## src/rtl/mic_rx_stereo.sv

```systemverilog
// mic_rx_stereo: stereo ADC deserialiser (left-justified or I2S) into an N-bit frame-pair FIFO with valid/ready output.
// Optional MIC_RX_OVF_COUNT_EN adds ovf_count, a saturating count of dropped frames.
module mic_rx_stereo #(
  parameter int N          = 16,
  parameter int I2S_DELAY  = 0,
  parameter int LEFT_HIGH  = 1,
  parameter int FIFO_DEPTH = 4
) (
  input  logic         bclk,
  input  logic         reset,
  input  logic         adclrc,
  input  logic         adcdat,
  input  logic         out_ready,
  output logic         out_valid,
  output logic [N-1:0] out_left,
  output logic [N-1:0] out_right,
  output logic         overflow,
  output logic         frame_err
`ifdef MIC_RX_OVF_COUNT_EN
  ,
  output logic [7:0]   ovf_count
`endif
);
  localparam int AW = $clog2(FIFO_DEPTH);
  localparam int BW = $clog2(N);
  localparam logic [BW-1:0] LAST = BW'(N - 1);
  typedef enum logic [1:0] {IDLE, DELAY, SHIFT, HOLD} state_t;
  state_t state;
  logic adclrc_q, started, is_right;
  logic [BW-1:0] bit_idx;
  logic [N-1:0] word, left_hold, word_nxt;
  logic [2*N-1:0] mem [FIFO_DEPTH];
  logic [AW:0] wptr, rptr;
  logic left_edge, right_edge, any_edge, short_slot, started_eff, start;
  logic push, full, pop, wr_ok, drop;
  always_comb begin
    left_edge   = LEFT_HIGH != 0 ? (adclrc & ~adclrc_q) : (~adclrc & adclrc_q);
    right_edge  = LEFT_HIGH != 0 ? (~adclrc & adclrc_q) : (adclrc & ~adclrc_q);
    any_edge    = left_edge | right_edge;
    short_slot  = any_edge & (state == DELAY || state == SHIFT);
    started_eff = started & ~short_slot;
    // right slots are only captured once a left word of the same frame is held
    start       = left_edge | (right_edge & started_eff);
    word_nxt    = {word[N-2:0], adcdat};
    push        = state == SHIFT && !any_edge && bit_idx == LAST && is_right && started;
    full        = (wptr[AW] != rptr[AW]) && (wptr[AW-1:0] == rptr[AW-1:0]);
    out_valid   = wptr != rptr;
    pop         = out_valid & out_ready;
    wr_ok       = push & (~full | pop);
    drop        = push & full & ~pop;
    out_left    = mem[rptr[AW-1:0]][2*N-1:N];
    out_right   = mem[rptr[AW-1:0]][N-1:0];
  end
  always_ff @(posedge bclk or posedge reset) begin
    if (reset) begin
      state     <= IDLE;
      adclrc_q  <= 1'b0;
      started   <= 1'b0;
      is_right  <= 1'b0;
      bit_idx   <= '0;
      word      <= '0;
      left_hold <= '0;
      wptr      <= '0;
      rptr      <= '0;
      overflow  <= 1'b0;
      frame_err <= 1'b0;
      for (int i = 0; i < FIFO_DEPTH; i++) mem[i] <= '0;
`ifdef MIC_RX_OVF_COUNT_EN
      ovf_count <= 8'd0;
`endif
    end else begin
      adclrc_q  <= adclrc;
      frame_err <= short_slot;
      if (any_edge) begin
        started  <= started_eff;
        is_right <= right_edge;
        if (!start) state <= IDLE;
        else if (I2S_DELAY != 0) state <= DELAY;
        else begin
          state   <= SHIFT;
          word    <= word_nxt;
          bit_idx <= BW'(1);
        end
      end else if (state == DELAY) begin
        // the edge cycle carried the I2S delay bit; this cycle carries the MSB
        state   <= SHIFT;
        word    <= word_nxt;
        bit_idx <= BW'(1);
      end else if (state == SHIFT) begin
        word    <= word_nxt;
        bit_idx <= bit_idx + 1'b1;
        if (bit_idx == LAST) begin
          state <= HOLD;
          if (!is_right) begin
            left_hold <= word_nxt;
            started   <= 1'b1;
          end else started <= 1'b0;
        end
      end
      if (wr_ok) begin
        mem[wptr[AW-1:0]] <= {left_hold, word_nxt};
        wptr              <= wptr + 1'b1;
      end
      if (pop) rptr <= rptr + 1'b1;
      if (drop) overflow <= 1'b1;
`ifdef MIC_RX_OVF_COUNT_EN
      if (drop && ovf_count != 8'hff) ovf_count <= ovf_count + 8'd1;
`endif
    end
  end
endmodule
```

## config.mk

```make
export PLATFORM = sky130hd
export DESIGN_NAME = mic_rx_stereo
export DESIGN_NICKNAME = d
export VERILOG_FILES = /design/src/rtl/mic_rx_stereo.sv
export SDC_FILE = /design/constraint.sdc
export NUM_CORES = 1
export LEC_CHECK = 0
export CORE_MARGIN = 2
export CORE_UTILIZATION = 52
export DETAILED_ROUTE_END_ITERATION = 7
export PLACE_DENSITY = 0.73
export REMOVE_ABC_BUFFERS = 1
export SLEW_MARGIN = 5
export SYNTH_ARGS = -nofsm -noshare
export SYNTH_HDL_FRONTEND = slang
export SYNTH_SLANG_ARGS = --single-unit
```

## constraint.sdc

```tcl
create_clock -name bclk -period 7.3 [get_ports bclk]
set_clock_uncertainty 0.2 [all_clocks]
set_input_delay 0.73 -clock bclk [delete_from_list [all_inputs] [get_ports bclk]]
set_output_delay 0.73 -clock bclk [all_outputs]
set_load 0.01 [all_outputs]
```

* Word-level counts from Yosys, hierarchy flattened
Cells that the tools add are included.
Widths: inputs -> output; s select.
** Operators by class
- Multiplexer cells :: 24
- Div/mod/pow operators :: 0
- $lt $le $gt $ge :: 3
- Shift operators :: 0
- Reductions and logical operators :: 16
- Equality and inequality tests :: 8
- Add/subtract/negate cells :: 3
- Bitwise operators :: 22
- Multipliers :: 0
** Operators by type and width (count)
- $bwmux 128 :: 1
- $mux 32 :: 3
- $bmux 32 s2 :: 1
- $demux 32 s2 :: 1
- $mux 15 :: 4
- $mux 4 :: 4
- $mux 2 :: 5
- $and 1x1->1 :: 9
- $not 1->1 :: 8
- $add 3x1->3 const B :: 2
- $ge 3x3->1 const B :: 2
- $logic_and 1x1->1 :: 6
- $not 2->3 :: 2
- $reduce_bool 3->1 :: 2
- $mux 1 :: 5
- $reduce_and 5->1 :: 1
- $add 4x1->4 const B :: 1
- $eq 4x4->1 const B :: 1
- $reduce_and 2->1 :: 2
- $reduce_bool 2->1 :: 2
- $lt 3x1->1 const B :: 1
- $ne 3x3->1 :: 1
- $or 1x1->1 :: 3
- $reduce_and 3->1 :: 1
- 8 further kinds :: 8
** Storage, ports and cells
- Memory bits (writable) :: 0
- Register bits :: 176
- Latch bits :: 0
- Memories :: 0
- Output and inout bits :: 35
- Input port bits :: 5
- Word-level logic and storage cells :: 91
- ROM bits :: 0

* Longest topological paths before layout
- Word-level depth :: 10
- Gate-level depth with buffers :: 8

* Worst setup path before layout
OpenSTA, ideal clock, no wires.
- Kind :: in2reg
- From :: input adclrc
- To :: register left_hold[0]
- Setup slack :: 4834 ps
- Arrival :: 2141 ps
- Cell stages on the path :: 6
- Data required time :: 6975 ps
- Cells stage by stage :: inv_1 -> ha_1 -> nand2b_1 -> nor3_4 -> buf_6 -> mux2_2
** On the way
- Longest elaborated chain between the ends :: 5
** RTL lines
- from (decl) :: line 11 : input logic adclrc,
- $not 1->1 :: line 38 : right_edge = LEFT_HIGH != 0 ? (~adclrc & adclrc_q) : (adclrc & ~adclrc_q);
- $and 1x1->1 :: line 38
- $or 1x1->1 * :: line 39 : any_edge = left_edge | right_edge;
- $not 1->1 (no source line) *
- $reduce_and 5->1 (no source line) *
- to (signal assigned) :: line 95 : left_hold <= word_nxt;
- to (decl) :: line 31 : logic [N-1:0] word, left_hold, word_nxt;
Every way passes the cells marked *; elsewhere a longest branch is shown, timed or not.
A chain may end at the register's enable or synchronous reset.

* Worst setup path after layout
- From :: register rptr[0]
- To :: output out_right[8]
** On the way
- Longest elaborated chain between the ends :: 4
** RTL lines
- from (decl) :: line 33 : logic [AW:0] wptr, rptr;
- from (signal assigned) :: line 104 : if (pop) rptr <= rptr + 1'b1;
- $not 2->3 (implied by the code) :: line 52 : out_right = mem[rptr[AW-1:0]][N-1:0];
- $bmux 32 s2 :: line 52
- $mux 32 (implied by the code) (2 in series) :: line 52
- to (decl) :: line 16 : output logic [N-1:0] out_right,
Every way passes these cells. The select of a mux whose other input is x is not followed.

==> results.py <==
metrics = {
    "outcome": {
        "outcome": "finished clean",
    },
    "die": {
        "placeableCoreArea_mm2": 0.0152,
        "pin_count": 40,
        "die_area_mm2": 0.0165,
        "start_util_pct": 53.1,
        "die-height_um": 129,
        "chip_width_um": 129,
        "placementRows": 45,
    },
    "setup_path": {
        "r2r-end": "mem[64]",
        "r2r_slack_ns": 4.53,
        "critPathKind": "register to output port",
        "ff2ff_path_depth": 6,
        "worst_r2r_startpoint": "state[0]",
        "worst_path_max_delay_cell": "sky130_fd_sc_hd__dfrtp_2",
        "cp_cell_sequence": "buf_4 > mux4_2 > clkdlybuf4s50_1",
        "maximum_cell_stage_delay_along_the_critical_path_ns": 0.67,
        "critical_path.endpoint_type": "output port",
        "worst-endpoint-arrival_ns": 2.78,
        "worst-endpoint-required_ns": 6.37,
        "worst-path-max-fanout": 23,
        "startpoint_type": "register",
    },
    "synth": {
        "async_flop_share_pct": 100,
        "synth_cell_type_count": 36,
        "syn_area_mm2": 0.00807,
        "synth_enable_flop_cells": 0,
        "synthesis.yosys.warnings": 0,
        "synth_flop_cell": "sky130_fd_sc_hd__dfrtp_1",
        "post_synth_inst_count": 464,
        "yosysSeqAreaShare_pct": 54.6,
        "ys_ff_latch": 176,
        "synthesis.area_per_instance_um2": 17.4,
    },
    "worst_hold_path": {
        "hold_path_class": "register to register",
        "holdPathStages": 1,
        "hold_start": "overflow",
        "min_to": "overflow",
    },
    "pwr": {
        "power.switching_fraction_pct": 25.8,
        "power_frac_comb_pct": 12.9,
        "power_frac_seq_pct": 45.9,
        "power.static_leakage_nw": 4.62,
        "power.net_switching_mw": 0.649,
        "power.total_mw": 2.51,
        "p_int_mw": 1.86,
        "power-per-cell-area_mw_per_mm2": 272,
        "power.share.clock_pct": 41.1,
        "worst_ir_drop_vdd_mv": 0.207,
    },
    "routing": {
        "routedWlPerCell_um": 20.5,
        "drt_iter0_drcs": 247,
        "routed_wirelength_um": 14500,
        "vias_per_inst": 5.63,
        "routed-via-count": 3973,
        "drt_drc_violations_left": 0,
        "drt-pass1-iter-count": 4,
        "ant_nets": 0,
    },
    "clocking": {
        "clock_path_buffers": 2,
        "clock_sink_count": 176,
        "clockRootBuffer": "sky130_fd_sc_hd__clkbuf_16",
        "clock_latency_ns": 0.43,
        "cts.repair_timing.setup_buffer_count": 0,
        "clk_transition_reported_paths_ns": 0.06,
        "cts_hold_repair.buffers": 0,
        "ctsResizeCount": 0,
        "cts_max_level": 4,
        "tritoncts_clock_tree": "built",
        "numCtsBuffers": 17,
    },
    "sta": {
        "final.setup.tns_ns": 0,
        "tightest_slew_ns": 1.17,
        "number_of_hold_slack_violations_in_the_final_timing_report": 0,
        "timing.final.max_slew_violations": 0,
        "setup-violations-final": 0,
        "slew-limit-headroom_pct": 21.8,
        "max_clock_freq_ghz": 0.270,
        "finalWorstPathRequiredPeriod_ns": 3.71,
        "grt_setup_unrepaired": "no",
        "final.period_utilization_pct": 50.8,
    },
    "global_routing": {
        "number_of_global_route_vias_before_repair": 4389,
        "gr-usage-all-layers_pct": 19.4,
        "grt_pass1_wl_um": 24300,
        "grt_remaining_overflow": 0,
        "grt_start_max_net_pins": 104,
        "antenna_found_initial": 0,
    },
    "place": {
        "detailedPlacementHpwl_um": 8150,
        "dp.cells": 674,
        "place.gp.congestion": 0.752,
        "port_buffers": 39,
    },
    "job": {
        "cap_viol_max_count": 0,
    },
    "finish": {
        "layout_cell_share_with_drive_strength_beyond_1_pct": 45.4,
        "antenna_cells_inserted": 0,
        "layout-area-overhead-vs-synth_pct": 14.3,
        "post_layout_nonfiller_instances": 706,
        "fin_nets": 520,
    },
}
-- sequential cells by signal (all words and copies together) (netlist names) --
register and cells:
rptr 3, started 1, is_right 1, word 15, wptr 3, left_hold 16
mem 128, frame_err 1, adclrc_q 1, state 2, overflow 1, bit_idx 4
-- layout make-up --
cell class | count | area [um2]
fill | 1132 | 5980
timing repair buffer | 45 | 435
clock inverter | 11 | 208
inverter | 11 | 46.3
clock buffer | 21 | 470
multi-input combinational | 254 | 3420
tap | 188 | 235
sequential | 176 | 4410
-- power by group through the flow --
stage / combinational [mW] / clock (mW) / sequential (mW)
after floorplan: 0.205 / 0 / 1.18
after global placement: 0.321 / 0 / 1.16
after detailed placement: 0.333 / 0 / 1.17
after CTS: 0.333 / 1.06 / 1.16
after global routing: 0.352 / 1.10 / 1.17
final: 0.325 / 1.03 / 1.15
-- per-stage QoR --
step           instance area [um2]  util [%]  hold WS (ns)  worst slack, ns
2_1_floorplan                 7860         -         0.259             1.60
3_3_place_gp                  8540      56.2         0.261             3.76
3_5_place_dp                  8540      56.2         0.267             3.69
4_1_cts                       9220      60.6         0.292             3.51
5_1_grt                       9220      60.6         0.315             3.42
6_report                      9220      60.6         0.285             3.59
-- critical path, delay by kind of cell, from the launching register on --
| family | cells | cell delay (ns) |
|---|---|---|
| buffers and inverters | 2 | 1.04 |
| flip-flops | 1 | 0.67 |
| multiplexers | 1 | 0.62 |
-- how the worst max path moves through the flow --
stage | startpoint | slack [ns] | end
4_1_cts | rptr[0] | 3.51 | out_right[8]
3_3_place_gp | adclrc | 3.76 | left_hold[1]
6_report | rptr[0] | 3.59 | out_right[8]
5_1_grt | rptr[0] | 3.42 | out_right[8]
2_1_floorplan | reset | 1.60 | adclrc_q
3_5_place_dp | adclrc | 3.69 | mem[64]
-- cell families after synthesis --
group / after synthesis / synth area share [%]
mux: 193 / 36.0
flops: 176 / 54.6
buf+inv: 34 / 3.05
simple gates: 30 / 2.65
compound gates: 14 / 1.21
fa+ha+maj: 10 / 1.55
xor+xnor: 7 / 0.946
-- routing by layer --
| layer | track usage [%] | share of wire, % | vias up |
|---|---|---|---|
| met4 | 6.33 | 1.2 | 0 |
| met1 | 27.9 | 48 | 2148 |
| met3 | 4.45 | 2.5 | 15 |
| met5 | 0 | 0 | - |
| li1 | - | - | 1767 |
| met2 | 29.6 | 48 | 43 |
-- Yosys cell counts, types with 2 or more instances --
library cell               number  area (um2)
sky130_fd_sc_hd__xnor2_2        2        32.5
sky130_fd_sc_hd__o31ai_1        2        15.0
sky130_fd_sc_hd__nor3_2         2        20.0
sky130_fd_sc_hd__o21ai_0        3        15.0
sky130_fd_sc_hd__a31oi_1        2        12.5
sky130_fd_sc_hd__buf_2          5        25.0
sky130_fd_sc_hd__nand3_1        2        10.0
sky130_fd_sc_hd__mux2_1        11         124
sky130_fd_sc_hd__mux2_4        99        1490
sky130_fd_sc_hd__mux4_2        32         721
sky130_fd_sc_hd__inv_1         11        41.3
sky130_fd_sc_hd__ha_1          10         125
sky130_fd_sc_hd__mux2_2        51         574
sky130_fd_sc_hd__buf_6         15         169
sky130_fd_sc_hd__nor3_1         2        10.0
sky130_fd_sc_hd__dfrtp_1      176        4400
sky130_fd_sc_hd__nor2_1         2        7.51
sky130_fd_sc_hd__clkbuf_1       3        11.3
sky130_fd_sc_hd__nand2_1        7        26.3
sky130_fd_sc_hd__a21oi_1        3        15.0
sky130_fd_sc_hd__xnor2_1        4        35.0
sky130_fd_sc_hd__nand2_2        4        25.0
sky130_fd_sc_hd__nand2b_1       3        18.8
-- layout by cell type, fill, tap and decap left out, types with 2 or more instances in the layout --
cell type	n
sky130_fd_sc_hd__a21oi_1	3
sky130_fd_sc_hd__a31oi_1	2
sky130_fd_sc_hd__buf_4	6
sky130_fd_sc_hd__bufinv_16	6
sky130_fd_sc_hd__clkbuf_16	17
sky130_fd_sc_hd__clkbuf_8	3
sky130_fd_sc_hd__clkdlybuf4s50_1	39
sky130_fd_sc_hd__clkinv_2	4
sky130_fd_sc_hd__dfrtp_1	175
sky130_fd_sc_hd__ha_1	10
sky130_fd_sc_hd__inv_1	10
sky130_fd_sc_hd__mux2_1	11
sky130_fd_sc_hd__mux2_2	51
sky130_fd_sc_hd__mux2_4	99
sky130_fd_sc_hd__mux4_2	32
sky130_fd_sc_hd__nand2_1	7
sky130_fd_sc_hd__nand2_2	4
sky130_fd_sc_hd__nand2b_1	3
sky130_fd_sc_hd__nand3_1	2
sky130_fd_sc_hd__nor2_1	2
sky130_fd_sc_hd__nor3_1	2
sky130_fd_sc_hd__nor3_2	2
sky130_fd_sc_hd__o21ai_0	3
sky130_fd_sc_hd__o31ai_1	2
sky130_fd_sc_hd__xnor2_1	4
sky130_fd_sc_hd__xnor2_2	2
Power figures use the tool's default switching activity.
